--- src/rtl/ex_mem_dump_reader_if.sv ---
// ============================================================================
// Module   : ex_mem_dump_reader_if
// Brief    : Memory read port and dump stream bundle for ex_mem_dump_reader.
// Revision : 1.0  initial release
// ============================================================================
`default_nettype none

interface ex_mem_dump_reader_if #(
   parameter int ADDR_W = 9,
   parameter int DATA_W = 32
);
   logic              mem_rd_en;
   logic              mem_rd_sel;
   logic [ADDR_W-1:0] mem_rd_address;
   logic [DATA_W-1:0] mem_rd_data1;
   logic [DATA_W-1:0] mem_rd_data2;
   logic              dump_valid;
   logic              dump_ready;
   logic [DATA_W-1:0] dump_data;
   logic [ADDR_W-1:0] dump_address;
   logic              dump_last;

   modport master (
      output mem_rd_en, mem_rd_sel, mem_rd_address,
      input  mem_rd_data1, mem_rd_data2,
      output dump_valid, dump_data, dump_address, dump_last,
      input  dump_ready
   );

   modport slave (
      input  mem_rd_en, mem_rd_sel, mem_rd_address,
      output mem_rd_data1, mem_rd_data2,
      input  dump_valid, dump_data, dump_address, dump_last,
      output dump_ready
   );
endinterface

`default_nettype wire

--- src/rtl/ex_mem_dump_reader.sv ---
// ============================================================================
// Module   : ex_mem_dump_reader
// Brief    : Reads N 64-bit entries from data/instruction memory while halted
//            and streams each as two 32-bit beats to the debug host.
// Revision : 1.0  initial release
// ============================================================================
`default_nettype none

module ex_mem_dump_reader #(
   parameter int ADDR_W    = 9,
   parameter int DATA_W    = 32,
   parameter int ADDR_STEP = 8,
   parameter int CNT_W     = 6
) (
   input  wire logic              clk,
   input  wire logic              rst_n,
   input  wire logic              i_enable_halt,
   input  wire logic              i_start,
   input  wire logic              i_mem_sel,
   input  wire logic [ADDR_W-1:0] i_start_address,
   input  wire logic [CNT_W-1:0]  i_num_entries,
   output logic                   o_busy,
   output logic                   o_done,
   output logic                   o_aborted,
   ex_mem_dump_reader_if.master   bus
);

   typedef enum logic [2:0] {
      S_IDLE    = 3'd0,
      S_REQ     = 3'd1,
      S_CAP     = 3'd2,
      S_SEND_LO = 3'd3,
      S_SEND_HI = 3'd4,
      S_FIN     = 3'd5
   } state_t;

   state_t            r_state;
   state_t            w_next;
   logic [ADDR_W-1:0] r_addr;
   logic [CNT_W-1:0]  r_cnt;
   logic              r_sel;
   logic [DATA_W-1:0] r_buf_lo;
   logic [DATA_W-1:0] r_buf_hi;
   logic              r_zero_done;
   logic              r_aborted;
   logic              w_halt_lost;
   logic              w_load;
   logic              w_zero_start;
   logic              w_beat_hi;

   assign w_halt_lost  = (r_state != S_IDLE) && !i_enable_halt;
   assign w_load       = (r_state == S_IDLE) && i_start && i_enable_halt && (i_num_entries != '0);
   assign w_zero_start = (r_state == S_IDLE) && i_start && i_enable_halt && (i_num_entries == '0);
   assign w_beat_hi    = (r_state == S_SEND_HI) && bus.dump_ready && !w_halt_lost;

   always_ff @(posedge clk or negedge rst_n) begin
      if (!rst_n) begin
         r_state <= S_IDLE;
      end else begin
         r_state <= w_next;
      end
   end

   // Losing halt overrides every transition, including a pending handshake.
   always_comb begin
      w_next = r_state;
      if (w_halt_lost) begin
         w_next = S_IDLE;
      end else begin
         case (r_state)
            S_IDLE:    if (w_load) w_next = S_REQ;
            S_REQ:     w_next = S_CAP;
            S_CAP:     w_next = S_SEND_LO;
            S_SEND_LO: if (bus.dump_ready) w_next = S_SEND_HI;
            S_SEND_HI: if (bus.dump_ready) w_next = (r_cnt == CNT_W'(1)) ? S_FIN : S_REQ;
            S_FIN:     w_next = S_IDLE;
            default:   w_next = S_IDLE;
         endcase
      end
   end

   always_comb begin
      bus.mem_rd_en      = 1'b0;
      bus.mem_rd_address = '0;
      bus.dump_valid     = 1'b0;
      bus.dump_data      = '0;
      bus.dump_address   = '0;
      bus.dump_last      = 1'b0;
      case (r_state)
         S_REQ: begin
            bus.mem_rd_en      = 1'b1;
            bus.mem_rd_address = r_addr;
         end
         S_SEND_LO: begin
            bus.dump_valid   = 1'b1;
            bus.dump_data    = r_buf_lo;
            bus.dump_address = r_addr;
         end
         S_SEND_HI: begin
            bus.dump_valid   = 1'b1;
            bus.dump_data    = r_buf_hi;
            bus.dump_address = r_addr;
            bus.dump_last    = (r_cnt == CNT_W'(1));
         end
         default: ;
      endcase
   end

   always_ff @(posedge clk or negedge rst_n) begin
      if (!rst_n) begin
         r_addr      <= '0;
         r_cnt       <= '0;
         r_sel       <= 1'b0;
         r_buf_lo    <= '0;
         r_buf_hi    <= '0;
         r_zero_done <= 1'b0;
         r_aborted   <= 1'b0;
      end else begin
         r_zero_done <= w_zero_start;
         r_aborted   <= w_halt_lost;
         if (w_load) begin
            // Entries are 8-byte aligned; low address bits are discarded.
            r_addr <= {i_start_address[ADDR_W-1:3], 3'b000};
            r_cnt  <= i_num_entries;
            r_sel  <= i_mem_sel;
         end
         if (r_state == S_CAP) begin
            r_buf_lo <= bus.mem_rd_data1;
            r_buf_hi <= bus.mem_rd_data2;
         end
         if (w_beat_hi) begin
            r_cnt  <= r_cnt - CNT_W'(1);
            r_addr <= r_addr + ADDR_W'(ADDR_STEP);
         end
      end
   end

   assign bus.mem_rd_sel = r_sel;
   assign o_busy         = (r_state != S_IDLE);
   assign o_done         = (r_state == S_FIN) || r_zero_done;
   assign o_aborted      = r_aborted;

endmodule

`default_nettype wire

--- src/flat_wrapper.sv ---
// flat-port wrapper written by rule: the top's interface ports become plain ports
module ex_mem_dump_reader_flat 
#(
   parameter int ADDR_W    = 9,
   parameter int DATA_W    = 32,
   parameter int ADDR_STEP = 8,
   parameter int CNT_W     = 6
)
  (clk, rst_n, i_enable_halt, i_start, i_mem_sel, i_start_address, i_num_entries, o_busy, o_done, o_aborted, bus_mem_rd_en, bus_mem_rd_sel, bus_mem_rd_address, bus_mem_rd_data1, bus_mem_rd_data2, bus_dump_valid, bus_dump_data, bus_dump_address, bus_dump_last, bus_dump_ready);
  ex_mem_dump_reader_if #(.ADDR_W(ADDR_W), .DATA_W(DATA_W)) bus_i ();
  input  wire logic clk;
  input  wire logic rst_n;
  input  wire logic i_enable_halt;
  input  wire logic i_start;
  input  wire logic i_mem_sel;
  input  wire logic [ADDR_W-1:0] i_start_address;
  input  wire logic [CNT_W-1:0] i_num_entries;
  output logic o_busy;
  output logic o_done;
  output logic o_aborted;
  output wire logic [$bits(bus_i.mem_rd_en)-1:0] bus_mem_rd_en;
  output wire logic [$bits(bus_i.mem_rd_sel)-1:0] bus_mem_rd_sel;
  output wire logic [$bits(bus_i.mem_rd_address)-1:0] bus_mem_rd_address;
  input wire logic [$bits(bus_i.mem_rd_data1)-1:0] bus_mem_rd_data1;
  input wire logic [$bits(bus_i.mem_rd_data2)-1:0] bus_mem_rd_data2;
  output wire logic [$bits(bus_i.dump_valid)-1:0] bus_dump_valid;
  output wire logic [$bits(bus_i.dump_data)-1:0] bus_dump_data;
  output wire logic [$bits(bus_i.dump_address)-1:0] bus_dump_address;
  output wire logic [$bits(bus_i.dump_last)-1:0] bus_dump_last;
  input wire logic [$bits(bus_i.dump_ready)-1:0] bus_dump_ready;
  assign bus_mem_rd_en = bus_i.mem_rd_en;
  assign bus_mem_rd_sel = bus_i.mem_rd_sel;
  assign bus_mem_rd_address = bus_i.mem_rd_address;
  assign bus_i.mem_rd_data1 = bus_mem_rd_data1;
  assign bus_i.mem_rd_data2 = bus_mem_rd_data2;
  assign bus_dump_valid = bus_i.dump_valid;
  assign bus_dump_data = bus_i.dump_data;
  assign bus_dump_address = bus_i.dump_address;
  assign bus_dump_last = bus_i.dump_last;
  assign bus_i.dump_ready = bus_dump_ready;
  ex_mem_dump_reader #(.ADDR_W(ADDR_W), .DATA_W(DATA_W), .ADDR_STEP(ADDR_STEP), .CNT_W(CNT_W)) u_core (.clk(clk), .rst_n(rst_n), .i_enable_halt(i_enable_halt), .i_start(i_start), .i_mem_sel(i_mem_sel), .i_start_address(i_start_address), .i_num_entries(i_num_entries), .o_busy(o_busy), .o_done(o_done), .o_aborted(o_aborted), .bus(bus_i));
endmodule
--- config.mk ---
export PLATFORM = sky130hd
export DESIGN_NAME = ex_mem_dump_reader_flat
export DESIGN_NICKNAME = d
export VERILOG_FILES = /design/src/rtl/ex_mem_dump_reader_if.sv /design/src/rtl/ex_mem_dump_reader.sv /design/src/flat_wrapper.sv
export SDC_FILE = /design/constraint.sdc
export NUM_CORES = 1
export LEC_CHECK = 0
export CAP_MARGIN = 10
export CORE_MARGIN = 4
export CORE_UTILIZATION = 40
export DETAILED_ROUTE_END_ITERATION = 7
export MAX_ROUTING_LAYER = met4
export PLACE_DENSITY = 0.76
export SYNTH_ARGS = -nofsm -noshare
export SYNTH_HDL_FRONTEND = slang
export SYNTH_SLANG_ARGS = --single-unit
--- constraint.sdc ---
create_clock -name clk -period 2.1 [get_ports clk]
set_clock_uncertainty 0.15 [all_clocks]
set_input_delay 0.525 -clock clk [delete_from_list [all_inputs] [get_ports clk]]
set_output_delay 0.525 -clock clk [all_outputs]
set_load 0.01 [all_outputs]
==> metrics.md, run 1 <==
| Metric | Value |
|---|---|
| Status | `finished with violations` |
| Post-Layout Cell Count | `608` |
| VDD IR max | `561.0 uV` |
| Sequential area share after synthesis | `0.5349` |
| Vias in the first global route | `3213` |
| Critical path startpoint category | `flop` |
| Antenna violations before repair | `0` |
| Top-Level Pins | `142` |
| PwrDens | `1104 nW/um^2` |
| Final Hold Fails | `0` |
| Final Setup Violations | `48` |
| First-pass GRT wire length | `16660 um` |
| Main area contributors after synthesis | `dfrtp_1 (53%), mux2_2 (19%), a22o_1 (7.3%), and2_1 (2.1%), buf_4 (1.2%)` |
| Lkg Pwr | `0.002597 uW` |
| Final TNS setup | `-6.812 ns` |
| Fin crit share | `1.094` |
| Worst-path cell chain | `buf_6 -> nor3b_4 -> buf_6 -> buf_16 -> a22o_1 -> buf_2` |
| Dpl cell area | `5539 um^2` |
| Synth Register Bits | `82` |
| Post-synth ARST share | `1.000` |
| # fillers | `760` |
| Post-DP HPWL | `7244 um` |
| CTS buffer count | `9` |
| Terminus of the critical flop-to-flop path | `u_core.r_addr[8]` |
| Die Y | `105.9 um` |
| CP Class | `reg -> out` |
| Detailed-routed wire length on met3 | `460 um` |
| Met1 Wirelength | `4374 um` |
| Routed met2 length | `5602 um` |
| CP max stage cell | `dfrtp_1` |
| DRC Markers | `0` |
| Drt first pass iters | `4` |
| RSZ-0062 raised after global routing | `true` |
| Crit path launch | `u_core.r_state[2]` |
| Commonest cells after routing, fill and taps aside | `clkdlybuf4s50_1 (82), dfrtp_1 (80), mux2_2 (65)` |
| Final net count | `563` |
| Max clock buf depth | `2` |
| Ant diodes | `0` |
| H-tree levels | `3` |
| TritonCTS clock tree | `yes` |
| Routed Antenna Nets | `0` |
| Crit path capture type | `output port` |
| Core ar. | `9284 um^2` |
| Post-synth top area share | `0.5349` |
| Layout cells sized above 1 | `0.4217` |
| CP max stage delay | `0.39 ns` |
| CP arrival | `1.62 ns` |
| Die area | `11220 um^2` |
| Yosys warns | `0` |
| Setup slack after layout | `-0.1973 ns` |
| Die Wd | `105.9 um` |
| Maximum achievable frequency | `435.3 MHz` |
| DR top layer | `met4` |
| Post-synth EDFFs | `0` |
| Most used cell, CP | `buf_6` |
| Detailed Route Iter0 Violations | `104` |
| I/O Buffers | `132` |
| Root Driver | `clkbuf_8` |
| Post-route cell area | `5882 um^2` |
| Post-CTS Hold Fix Bufs | `0` |
| Starting Density | `0.4132` |
| Placer congestion estimate | `0.8375` |
| Main synth FF type | `dfrtp_1` |
| Mean Syn Cell Area | `12.70 um^2` |
| HP Class | `in -> async` |
| Max-cap check violation count | `0` |
| Yosys top cell by area | `dfrtp_1` |
| GRT Residual Overflow | `0` |
| Required @ worst endpoint | `1.42 ns` |
| Reg-to-reg startpoint | `u_core.r_state[2]` |
| Clock latency on the worst-skew pair | `0.34 ns` |
| Most common cell after layout, fill and taps aside | `clkdlybuf4s50_1` |
| Gate Count Post-Synth | `302` |
| WL/cell | `17.45 um` |
| Netlist cell types | `43` |
| Mapped Area | `3836 um^2` |
| Cells on worst reg2reg path | `6` |
| Overall global routing resource usage | `0.1931` |
| Clk sink count | `82` |
| WL final | `10610 um` |
| Inst Count DP | `579` |
| Largest net degree at the start of global routing | `83` |
| Vias/cell | `5.082` |
| Area grow syn2layout | `53.33%` |
| R2R setup slack | `-0.03 ns` |
| Fin crit period | `2.297 ns` |
| Rows | `35` |
| Failing checks | `negative setup slack` |
| Worst setup endpoint | `bus_dump_data[24]` |
| Clk pin slew, worst setup/hold paths | `0.08 ns` |
| CP Max Fanout | `6` |
| Vias | `3090` |
| Final Max Tran Viols | `0` |
==> report_power, final <==
part / internal (uW) / switching, uW
clock: 584 / 578
sequential: 2360 / 468
combinational: 1520 / 988
total: 4460 / 2030
==> state kept, by name (all words and copies together), names as in the netlist <==
| signal | count |
|---|---|
| u_core.bus.mem_rd_sel | 1 |
| u_core.o_aborted | 1 |
| u_core.r_addr | 6 |
| u_core.r_buf_hi | 32 |
| u_core.r_buf_lo | 32 |
| u_core.r_cnt | 6 |
| u_core.r_state | 3 |
| u_core.r_zero_done | 1 |
==> how the worst min path moves through the flow <==
stage / to / slack (ns)
after floorplan: u_core.bus.mem_rd_sel / 0.08
after global placement: u_core.r_buf_hi[20] / 0.34
after detailed placement: u_core.r_buf_hi[28] / 0.35
after CTS: u_core.bus.mem_rd_sel / 0.06
after global routing: u_core.bus.mem_rd_sel / 0.06
final: u_core.bus.mem_rd_sel / 0.03
==> kinds of logic (layout without fill, tap and decap cells) <==
group | count (synthesis) | in the layout | synth area share
muxes | 66 | 66 | 0.1937
and+or+nand+nor | 52 | 52 | 0.07665
xor gates and xnor gates | 3 | 3 | 0.006851
adders and majority gates | 3 | 3 | 0.009786
other | 1 | 6 | 0.0009775
DFF | 82 | 82 | 0.5349
AOI/OAI and AO/OA | 63 | 63 | 0.1334
buffers and inverters | 32 | 204 | 0.04370
==> routing by layer <==
| metal | global-route usage | vias up |
|---|---|---|
| li1 | - | 1452 |
| met1 | 0.2400 | 1530 |
| met2 | 0.3169 | 96 |
| met3 | 0.04007 | 12 |
| met4 | 0.06475 | 0 |
| met5 | - | - |
==> synthesized netlist by cell type (all sizes together) (2+ instances only) <==
library cell / n
or3: 2
and4: 2
and2: 13
nand3: 5
a21oi: 5
a221o: 2
nand2: 9
nor2: 6
a22oi: 2
nor3: 4
nor2b: 2
xor2: 2
and3: 5
dfrtp: 82
inv: 7
buf: 16
clkbuf: 9
a31oi: 2
a311oi: 2
a22o: 32
mux2: 66
o21ai: 6
ha: 3
a211o: 2
==> critical path: cells and delay by family, from the launching register on <==
| kind | cells | cell delay [ns] |
|---|---|---|
| flops | 1 | 0.39 |
| buf+inv | 4 | 0.54 |
| simple gates | 1 | 0.15 |
| compound gates | 1 | 0.20 |
==> stage by stage <==
step	setup WS, ns	power (uW)	util	hold WS (ns)
CTS	-0.1844	6440	0.6232	0.05714
finish	-0.1973	6496	0.6336	0.03306
detailed placement	-0.2993	5232	0.5966	0.3462
global placement	-0.2782	5101	0.5966	0.3393
floorplan	0.02999	4252	-	0.07941
global route	-0.2660	6936	0.6336	0.06180
==> layout make-up <==
type	count	area [um^2]	share of cell area
flip-flops and latches	82	2054	0.3493
multi-input cells	193	1728	0.2938
well taps	129	161.4	0.02744
inverters	7	26.28	0.004467
clock inverters	5	62.56	0.01064
repair buffers	182	1712	0.2910
clock buffers	10	137.6	0.02340
==> timing repair <==
item	4_1_cts	5_1_grt
pin swaps	6	9
setup endpoints to repair	57	100
resized for setup	217	15
gates cloned	2	1
buffers inserted	7	4
Note: power is estimated with default switching activity, not from simulation.
==> run 2: changes to the inputs <==
Settings changed: ABC_AREA set to 0.
==> results of run 2 <==
Same layout as run 1: the final DEF is identical, and so are final timing and power.
==> run 3: changes to the inputs <==
Settings changed: CTS_BUF_LIST set to sky130_fd_sc_hd__clkbuf_4 sky130_fd_sc_hd__clkbuf_8 sky130_fd_sc_hd__clkbuf_16.
==> results of run 3 <==
Same layout as run 1: the final DEF is identical, and so are final timing and power.
